## src/rtl/ctrl_pkg.sv

```systemverilog
// Shared types and encodings for the multi-cycle MIPS-subset control unit:
// FSM states, instruction classes, opcode/func constants and mux-select codes.
package ctrl_pkg;

    typedef enum logic [2:0] {
        S_IDLE, S_IF, S_ID, S_EX, S_MEM, S_WB
    } state_t;

    typedef enum logic [3:0] {
        C_ALU_R, C_ALU_I, C_JR, C_LW, C_SW, C_BEQ, C_BNE, C_J, C_JAL, C_ILL
    } iclass_t;

    localparam logic [5:0] OP_RTYPE = 6'b000000;
    localparam logic [5:0] OP_ADDI  = 6'b001000;
    localparam logic [5:0] OP_ANDI  = 6'b001100;
    localparam logic [5:0] OP_XORI  = 6'b001110;
    localparam logic [5:0] OP_SLTIU = 6'b001011;
    localparam logic [5:0] OP_LW    = 6'b100011;
    localparam logic [5:0] OP_SW    = 6'b101011;
    localparam logic [5:0] OP_BEQ   = 6'b000100;
    localparam logic [5:0] OP_BNE   = 6'b000101;
    localparam logic [5:0] OP_J     = 6'b000010;
    localparam logic [5:0] OP_JAL   = 6'b000011;

    localparam logic [5:0] FN_ADD  = 6'b100000;
    localparam logic [5:0] FN_SUB  = 6'b100010;
    localparam logic [5:0] FN_AND  = 6'b100100;
    localparam logic [5:0] FN_OR   = 6'b100101;
    localparam logic [5:0] FN_XOR  = 6'b100110;
    localparam logic [5:0] FN_NOR  = 6'b100111;
    localparam logic [5:0] FN_SLTU = 6'b101011;
    localparam logic [5:0] FN_SLL  = 6'b000000;
    localparam logic [5:0] FN_JR   = 6'b001000;

    localparam logic [3:0] ALU_AND  = 4'b0000;
    localparam logic [3:0] ALU_OR   = 4'b0001;
    localparam logic [3:0] ALU_XOR  = 4'b0010;
    localparam logic [3:0] ALU_NOR  = 4'b0011;
    localparam logic [3:0] ALU_ADD  = 4'b0100;
    localparam logic [3:0] ALU_SUB  = 4'b0101;
    localparam logic [3:0] ALU_SLTU = 4'b0110;
    localparam logic [3:0] ALU_SLL  = 4'b0111;

    localparam logic [1:0] PC_INC = 2'b00;
    localparam logic [1:0] PC_RS  = 2'b01;
    localparam logic [1:0] PC_BR  = 2'b10;
    localparam logic [1:0] PC_JMP = 2'b11;

    localparam logic [1:0] WR_RD = 2'b00;
    localparam logic [1:0] WR_RT = 2'b01;
    localparam logic [1:0] WR_RA = 2'b10;

    localparam logic [1:0] WD_ALU = 2'b00;
    localparam logic [1:0] WD_MEM = 2'b01;
    localparam logic [1:0] WD_PC4 = 2'b10;

    typedef struct packed {
        iclass_t    cls;
        logic [3:0] alu_op;
        logic       imm_s;
        logic       rt_imm_s;
        logic [1:0] w_r_s;
        logic [1:0] wr_data_s;
        logic       illegal;
    } ctrl_bundle_t;

endpackage

```

## src/rtl/ctrl_decode.sv

```systemverilog
// Combinational instruction decoder: op/func to a per-instruction control
// bundle. The FSM decides in which state each field actually reaches a pin.
module ctrl_decode
    import ctrl_pkg::*;
(
    input  logic [5:0]   i_op,
    input  logic [5:0]   i_func,
    output ctrl_bundle_t o_ctrl
);

    always_comb begin
        o_ctrl         = '0;
        o_ctrl.cls     = C_ILL;
        o_ctrl.illegal = 1'b1;
        case (i_op)
            OP_RTYPE: begin
                o_ctrl.cls     = C_ALU_R;
                o_ctrl.illegal = 1'b0;
                o_ctrl.w_r_s   = WR_RD;
                case (i_func)
                    FN_ADD:  o_ctrl.alu_op = ALU_ADD;
                    FN_SUB:  o_ctrl.alu_op = ALU_SUB;
                    FN_AND:  o_ctrl.alu_op = ALU_AND;
                    FN_OR:   o_ctrl.alu_op = ALU_OR;
                    FN_XOR:  o_ctrl.alu_op = ALU_XOR;
                    FN_NOR:  o_ctrl.alu_op = ALU_NOR;
                    FN_SLTU: o_ctrl.alu_op = ALU_SLTU;
                    FN_SLL:  o_ctrl.alu_op = ALU_SLL;
                    FN_JR:   o_ctrl.cls    = C_JR;
                    default: begin
                        o_ctrl.cls     = C_ILL;
                        o_ctrl.illegal = 1'b1;
                    end
                endcase
            end
            OP_ADDI, OP_ANDI, OP_XORI, OP_SLTIU: begin
                o_ctrl.cls      = C_ALU_I;
                o_ctrl.illegal  = 1'b0;
                o_ctrl.rt_imm_s = 1'b1;
                o_ctrl.w_r_s    = WR_RT;
                case (i_op)
                    OP_ADDI: begin
                        o_ctrl.alu_op = ALU_ADD;
                        o_ctrl.imm_s  = 1'b1;
                    end
                    OP_ANDI: o_ctrl.alu_op = ALU_AND;
                    OP_XORI: o_ctrl.alu_op = ALU_XOR;
                    default: o_ctrl.alu_op = ALU_SLTU;
                endcase
            end
            OP_LW, OP_SW: begin
                o_ctrl.cls       = (i_op == OP_LW) ? C_LW : C_SW;
                o_ctrl.illegal   = 1'b0;
                o_ctrl.alu_op    = ALU_ADD;
                o_ctrl.imm_s     = 1'b1;
                o_ctrl.rt_imm_s  = 1'b1;
                o_ctrl.w_r_s     = WR_RT;
                o_ctrl.wr_data_s = WD_MEM;
            end
            // Branch offsets are signed, so imm_s stays set for the target adder.
            OP_BEQ, OP_BNE: begin
                o_ctrl.cls     = (i_op == OP_BEQ) ? C_BEQ : C_BNE;
                o_ctrl.illegal = 1'b0;
                o_ctrl.alu_op  = ALU_SUB;
                o_ctrl.imm_s   = 1'b1;
            end
            OP_J: begin
                o_ctrl.cls     = C_J;
                o_ctrl.illegal = 1'b0;
            end
            OP_JAL: begin
                o_ctrl.cls       = C_JAL;
                o_ctrl.illegal   = 1'b0;
                o_ctrl.w_r_s     = WR_RA;
                o_ctrl.wr_data_s = WD_PC4;
            end
            default: ;
        endcase
    end

endmodule

```

## src/rtl/multicycle_ctrl.sv

```systemverilog
// Multi-cycle IF/ID/EX/MEM/WB control FSM for the MIPS-subset datapath.
// Optional build macro MEM_TIMEOUT_EN adds a MEM wait counter and mem_fault.
module multicycle_ctrl
    import ctrl_pkg::*;
#(
    parameter int ALU_OP_W = 4,
    parameter int WAIT_MAX = 15
) (
    input  logic                clk,
    input  logic                rst_n,
    input  logic [5:0]          op,
    input  logic [5:0]          func,
    input  logic                zf,
    input  logic                mem_ready,
    output logic                ir_write,
    output logic                pc_write,
    output logic [1:0]          pc_s,
    output logic [1:0]          w_r_s,
    output logic                imm_s,
    output logic                rt_imm_s,
    output logic [1:0]          wr_data_s,
    output logic [ALU_OP_W-1:0] alu_op,
    output logic                write_reg,
    output logic                mem_read,
    output logic                mem_write,
    output logic                illegal,
    output logic                mem_fault
);

    if (ALU_OP_W < 4 || WAIT_MAX < 1 || WAIT_MAX > 255) begin : g_bad_param
        $error("multicycle_ctrl: ALU_OP_W must be >= 4 and WAIT_MAX in 1..255");
    end

    state_t       r_state;
    logic [5:0]   r_op;
    logic [5:0]   r_func;
    logic [5:0]   w_dec_op;
    logic [5:0]   w_dec_func;
    logic         w_timeout;
    ctrl_bundle_t w_ctrl;

    // ID decodes the live IR fields; later states only see the latched copy.
    assign w_dec_op   = (r_state == S_ID) ? op   : r_op;
    assign w_dec_func = (r_state == S_ID) ? func : r_func;

    ctrl_decode u_decode (
        .i_op   (w_dec_op),
        .i_func (w_dec_func),
        .o_ctrl (w_ctrl)
    );

`ifdef MEM_TIMEOUT_EN
    logic [7:0] r_wait;
    assign w_timeout = (r_state == S_MEM) && !mem_ready && (r_wait == 8'(WAIT_MAX));
`else
    assign w_timeout = 1'b0;
`endif

    always_ff @(posedge clk) begin
        if (!rst_n) begin
            r_state <= S_IDLE;
            r_op    <= '0;
            r_func  <= '0;
`ifdef MEM_TIMEOUT_EN
            r_wait  <= '0;
`endif
        end else begin
`ifdef MEM_TIMEOUT_EN
            if (r_state == S_MEM && !mem_ready && !w_timeout)
                r_wait <= r_wait + 8'd1;
            else
                r_wait <= '0;
`endif
            case (r_state)
                S_IDLE: r_state <= S_IF;
                S_IF:   r_state <= S_ID;
                S_ID: begin
                    r_op   <= op;
                    r_func <= func;
                    case (w_ctrl.cls)
                        C_J, C_ILL: r_state <= S_IF;
                        C_JAL:      r_state <= S_WB;
                        default:    r_state <= S_EX;
                    endcase
                end
                S_EX: begin
                    case (w_ctrl.cls)
                        C_BEQ, C_BNE, C_JR: r_state <= S_IF;
                        C_LW, C_SW:         r_state <= S_MEM;
                        default:            r_state <= S_WB;
                    endcase
                end
                // Ready has priority over a coincident timeout.
                S_MEM: begin
                    if (mem_ready)
                        r_state <= (w_ctrl.cls == C_LW) ? S_WB : S_IF;
                    else if (w_timeout)
                        r_state <= S_IF;
                end
                S_WB:    r_state <= S_IF;
                default: r_state <= S_IDLE;
            endcase
        end
    end

    always_comb begin
        ir_write  = 1'b0;
        pc_write  = 1'b0;
        pc_s      = PC_INC;
        w_r_s     = WR_RD;
        imm_s     = 1'b0;
        rt_imm_s  = 1'b0;
        wr_data_s = WD_ALU;
        alu_op    = '0;
        write_reg = 1'b0;
        mem_read  = 1'b0;
        mem_write = 1'b0;
        illegal   = 1'b0;
        mem_fault = 1'b0;
        case (r_state)
            S_IF: begin
                ir_write = 1'b1;
                pc_write = 1'b1;
            end
            S_ID: begin
                illegal = w_ctrl.illegal;
                if (w_ctrl.cls == C_J) begin
                    pc_write = 1'b1;
                    pc_s     = PC_JMP;
                end
            end
            S_EX: begin
                alu_op[3:0] = w_ctrl.alu_op;
                imm_s       = w_ctrl.imm_s;
                rt_imm_s    = w_ctrl.rt_imm_s;
                case (w_ctrl.cls)
                    C_BEQ: begin
                        pc_write = zf;
                        pc_s     = PC_BR;
                    end
                    C_BNE: begin
                        pc_write = !zf;
                        pc_s     = PC_BR;
                    end
                    C_JR: begin
                        pc_write = 1'b1;
                        pc_s     = PC_RS;
                    end
                    default: ;
                endcase
            end
            S_MEM: begin
                alu_op[3:0] = w_ctrl.alu_op;
                imm_s       = w_ctrl.imm_s;
                rt_imm_s    = w_ctrl.rt_imm_s;
                mem_read    = (w_ctrl.cls == C_LW);
                mem_write   = (w_ctrl.cls == C_SW);
                mem_fault   = w_timeout;
            end
            S_WB: begin
                alu_op[3:0] = w_ctrl.alu_op;
                imm_s       = w_ctrl.imm_s;
                rt_imm_s    = w_ctrl.rt_imm_s;
                write_reg   = 1'b1;
                w_r_s       = w_ctrl.w_r_s;
                wr_data_s   = w_ctrl.wr_data_s;
                if (w_ctrl.cls == C_JAL) begin
                    pc_write = 1'b1;
                    pc_s     = PC_JMP;
                end
            end
            default: ;
        endcase
    end

endmodule

```

## config.mk

```make
export PLATFORM = sky130hd
export DESIGN_NAME = multicycle_ctrl
export DESIGN_NICKNAME = d
export VERILOG_FILES = /design/src/rtl/ctrl_pkg.sv /design/src/rtl/ctrl_decode.sv /design/src/rtl/multicycle_ctrl.sv
export SDC_FILE = /design/constraint.sdc
export NUM_CORES = 1
export LEC_CHECK = 0
export CAP_MARGIN = 20
export CORE_ASPECT_RATIO = 1.75
export CORE_UTILIZATION = 25
export CTS_CLUSTER_DIAMETER = 200
export DETAILED_ROUTE_END_ITERATION = 7
export RECOVER_POWER = 50
export SLEW_MARGIN = 25
export SYNTH_ARGS = -nofsm -noshare
export SYNTH_HDL_FRONTEND = slang
export SYNTH_HIERARCHICAL = 1
export SYNTH_SLANG_ARGS = --single-unit
export TNS_END_PERCENT = 30
```

## constraint.sdc

```tcl
create_clock -name clk -period 4.6 [get_ports clk]
set_input_delay 0.46 -clock clk [delete_from_list [all_inputs] [get_ports clk]]
set_output_delay 0.46 -clock clk [all_outputs]
set_load 0.005 [all_outputs]
```

# ---- After elaboration in Yosys (flattened, before gate mapping)
# Cells that the tools add are included.
dict set report word_totals {
  inputBits 16
  output_inout_bits 19
  ff_bits 15
  wordCells 92
}
dict set report classes {
  n_reduce_logical 18
  n_eq_ne 32
  muxes 39
}
# op n
set op_table {}
lappend op_table {{$eq 6x6->1 const B} 9}
lappend op_table {{$eq 6x4->1 const B} 5}
lappend op_table {{$pmux 4 s6} 1}
lappend op_table {{$pmux 3 s7} 1}
lappend op_table {{$eq 4x3->1 const B} 4}
lappend op_table {{$pmux 3 s5} 1}
lappend op_table {{$eq 6x2->1 const B} 2}
lappend op_table {{$eq 6x3->1 const B} 2}
lappend op_table {{$logic_not 6->1} 2}
lappend op_table {{$mux 1} 12}
lappend op_table {{$mux 6} 2}
lappend op_table {{$pmux 2 s2} 3}
lappend op_table {{$pmux 3 s2} 2}
lappend op_table {{$pmux 3 s4} 1}
lappend op_table {{$reduce_or 2->1} 6}
lappend op_table {{$mux 2} 5}
lappend op_table {{$reduce_or 10->1} 1}
lappend op_table {{$mux 3} 3}
lappend op_table {{$pmux 3 s3} 1}
lappend op_table {{$reduce_or 9->1} 1}
lappend op_table {{$eq 4x2->1 const B} 2}
lappend op_table {{$eq 4x4->1 const B} 2}
lappend op_table {{$pmux 4 s2} 1}
lappend op_table {{$reduce_or 4->1} 2}
lappend op_table {{other kinds (14)} 18}

# ---- Depth between registers and ports, before layout
dict set report logic_depth {
  word_depth 10
  mapped_depth 12
  depth_no_buf 9
}

# ---- By module
# Netlist, hierarchy kept.
# mod n_inst seq_area_each_um2 area_each_um2 cells_per_inst
set by_module_without_submodules {}
lappend by_module_without_submodules {multicycle_ctrl 1 300.3 988.4 106}
lappend by_module_without_submodules {ctrl_decode 1 0.0 540.5 84}

# ---- Worst setup path after synthesis
# No wires, ideal clock.
dict set report synth_path {
  kind {register to output}
  startpoint {register r_state[1]}
  endpoint {output port pc_write}
  t_arrival_ns 2.848
  stages_incl_launch_ff 11
  path_buffers 1
  path_slack_ns 1.292
  path_cell_list {dfxtp_1 > nor3b_4 > buf_8 > mux2_4 > or3_4 > o22ai_1 > a221o_1 > nand3_1 > nand2b_1 > mux2_2 > o311ai_1}
}
# element line
set synth_lines {}
lappend synth_lines {{from (decl)} multicycle_ctrl.sv:34} ;# state_t r_state;
lappend synth_lines {{from (signal assigned)} multicycle_ctrl.sv:96} ;# r_state <= (w_ctrl.cls == C_LW) ? S_WB : S_IF;
lappend synth_lines {{to (decl)} multicycle_ctrl.sv:16} ;# output logic pc_write,

==> results.cfg <==
[outcome]
outcome = finished, final reports clean

[worst_setup_path]
cpLargestDelayFamily = simple AND/OR/NAND/NOR gates
worstPathCellList = nor3b_4 -> buf_4 -> mux2_2 -> or3_4 -> o22ai_1 -> a221o_1 -> nand3_2 -> nand2b_1 -> mux2_2 -> o311ai_1 -> clkdlybuf4s50_1
crit_path_max_fanout = 14
crit_slowest_cell = clkdlybuf4s50_1
worstSetupPathType = flop to output port
r2r-start = r_state[1]
worstPathRequired_ns = 4.14
r2r_setup_slack_ns = 1.35
crit_top_cell = mux2_2
cp-start-kind = flop
path_buf_inv = 2
cpPeakStageDelay_ns = 0.55
arrival_ns = 3.87
end_kind = output port
reg2reg_to = r_state[0]
r2r_cells = 10

[global_routing]
grt_pass1_vias = 1338
grt_max_degree = 20
globalRouteOverflowTotal = 0
grt_pass1_wl_um = 6370
grt.total_usage_pct = 13.0
antenna_found_initial = 0

[cts]
htreeDepth = 1
path_clk_slew_ns = 0.06
clock_latency_ns = 0.26
cts_made_buffers = 3
clock_sinks = 15
clock_path_buffers = 2
cts-root-buf = clkbuf_8
postCtsSetupBuffers = 0
cts_tree = built
hold_buffers = 0
cts_resized = 0

[floorplan]
dieArea_sq_um = 6440
start_util_pct = 26.0
io_pins = 35
die_height_um = 105
coreArea_sq_um = 5880
row_count = 37
die_w_um = 61.1

[finish]
syn_to_final_growth_pct = 25.5
fin_nets = 232
layout-drive-gt1-share_pct = 14.0
fillCellCount = 636
antenna_cells = 0

[routing]
finalWirelength_um = 3930
wl_per_cell_um = 13.4
ant_nets = 0
drcViolationCount = 0
drtIter0Drc = 34
firstDrtPassIters = 4
viasPerCell = 4.83
vias = 1416

[min_path]
hold_class = flop to flop
whs_path_depth = 2
hold-path-endpoint = r_func[1]
min_from = r_func[1]

[timing]
slew_violations = 0
setup_ws_ns = 0.272
fin_skew_ns = 0.000502
hold_viol_final = 0
maxSlewHeadroom_pct = 54.5
rsz0062_at_grt = no
setup_viol = 0
min_period_ns = 4.33
worst_slew_pin_slew_ns = 0.676
period_share_pct = 94.1
setup_tns_ns = 0
clock.fmax_mhz = 231

[logic_synthesis]
yosysTopAreaCell = dfxtp_1
synth.distinct_cells = 55
ys.flop_type = dfxtp_1
ys_ff_latch = 15
yosysWarnings = 6
synthTopCellsByCount = and2_1, dfxtp_1, nand2_1
synth_top_cell_area_share_pct = 19.6
synth_enable_flop_cells = 0
netlist_area_sq_um = 1530
synth_most_common_cell = and2_1
ys_seq_area_share_pct = 19.6
synthesis.nets = 206
synthTopCellsByArea = dfxtp_1, and2_1, mux2_4, mux2_2, nand2_1
synth_cells = 190
syn_area_per_cell_sq_um = 8.05
ys_async_sr_fraction_pct = 0

[power_and_ir_drop]
leakagePower_nw = 0.718
power_density_nw_per_um2 = 631
ir_drop_v = 0.000170

[placed_design]
dp_slack_ns = 0.391
globalplace.congestion = 0.830
port_buffers = 32
hpwl_um = 2990

[job]
drv_cap = 0
==> kinds of logic after synthesis <==
group | count (synthesis) | synth area share [%]
XOR/XNOR | 2 | 1.15
multiplexers | 14 | 12.2
other | 2 | 0.491
AO/OA/AOI/OAI | 38 | 17.8
AND/OR/NAND/NOR | 97 | 39.2
buffers and inverters | 22 | 9.57
flip-flops | 15 | 19.6
==> power breakdown <==
| part | internal, W | switching [W] |
|---|---|---|
| Clock | 0.0000602 | 0.0000500 |
| Combinational | 0.000423 | 0.000498 |
| Sequential | 0.000161 | 0.0000185 |
| Total | 0.000644 | 0.000567 |
==> registers in the layout, summed over array words and instances (netlist names) <==
register  count
r_op          6
r_func        6
r_state       3
==> layout by cell type, fill, tap and decap left out, types with 3 or more instances in the layout <==
cell / instances
a22oi_1: 3
and3_1: 5
nor2_1: 10
o21ai_0: 7
clkdlybuf4s50_1: 32
a21oi_1: 7
nor3b_1: 3
inv_1: 6
nor2b_1: 5
mux2_2: 3
and2_1: 19
clkbuf_8: 3
nor3_1: 6
nor4b_1: 4
mux2_1: 4
nand3b_1: 4
mux2_4: 6
o22ai_1: 3
nand2_1: 12
buf_4: 4
dfxtp_1: 15
nand3_1: 4
nand2b_1: 7
==> metrics by stage <==
stage | hold WS (ns) | utilization (%) | cell area (sq um) | total power, W | instances
floorplan | 0.557 | - | 1530 | 0.000885 | 190
global route | 0.633 | 32.6 | 1920 | 0.00132 | 293
finish | 0.613 | 32.6 | 1920 | 0.00121 | 293
detailed placement | 0.604 | 31.6 | 1860 | 0.00108 | 289
global placement | 0.596 | 31.6 | 1860 | 0.00108 | 289
CTS | 0.622 | 32.4 | 1910 | 0.00120 | 293
==> worst reg2reg max path, delay by kind of cell, from the launching register on <==
family                 cells  cell delay [ns]
multiplexers               1             0.42
buffers and inverters      1             0.27
AO/OA/AOI/OAI              4             0.74
flip-flops                 1             0.42
AND/OR/NAND/NOR            4             1.28
==> final cells by class <==
| class | count | area [sq um] | area share, % |
|---|---|---|---|
| multi-input combinational | 153 | 1100 | 57.2 |
| timing repair buffer | 37 | 354 | 18.4 |
| sequential | 15 | 300 | 15.6 |
| tap | 78 | 97.6 | 5.08 |
| clock buffer | 3 | 41.3 | 2.15 |
| inverter | 6 | 22.5 | 1.17 |
| clock inverter | 1 | 5.00 | 0.261 |
==> worst max path at each step <==
stage	from	endpoint	cells after the start
after floorplan	r_state[1]	pc_write	10
after global placement	r_state[1]	pc_write	10
after detailed placement	r_state[1]	pc_s[0]	11
after CTS	r_state[1]	pc_s[0]	11
after global routing	r_state[1]	pc_write	11
final	r_state[1]	pc_write	11
==> per-layer routing <==
metal | up-vias | track usage [%] | part of all wire [%]
met1 | 652 | 13.6 | 38
li1 | 726 | - | -
met4 | 0 | 5.68 | 2.5
met5 | - | 0 | 0
met2 | 31 | 24.2 | 56
met3 | 7 | 1.35 | 3.1
No activity file was read; power rests on OpenSTA's default activity.
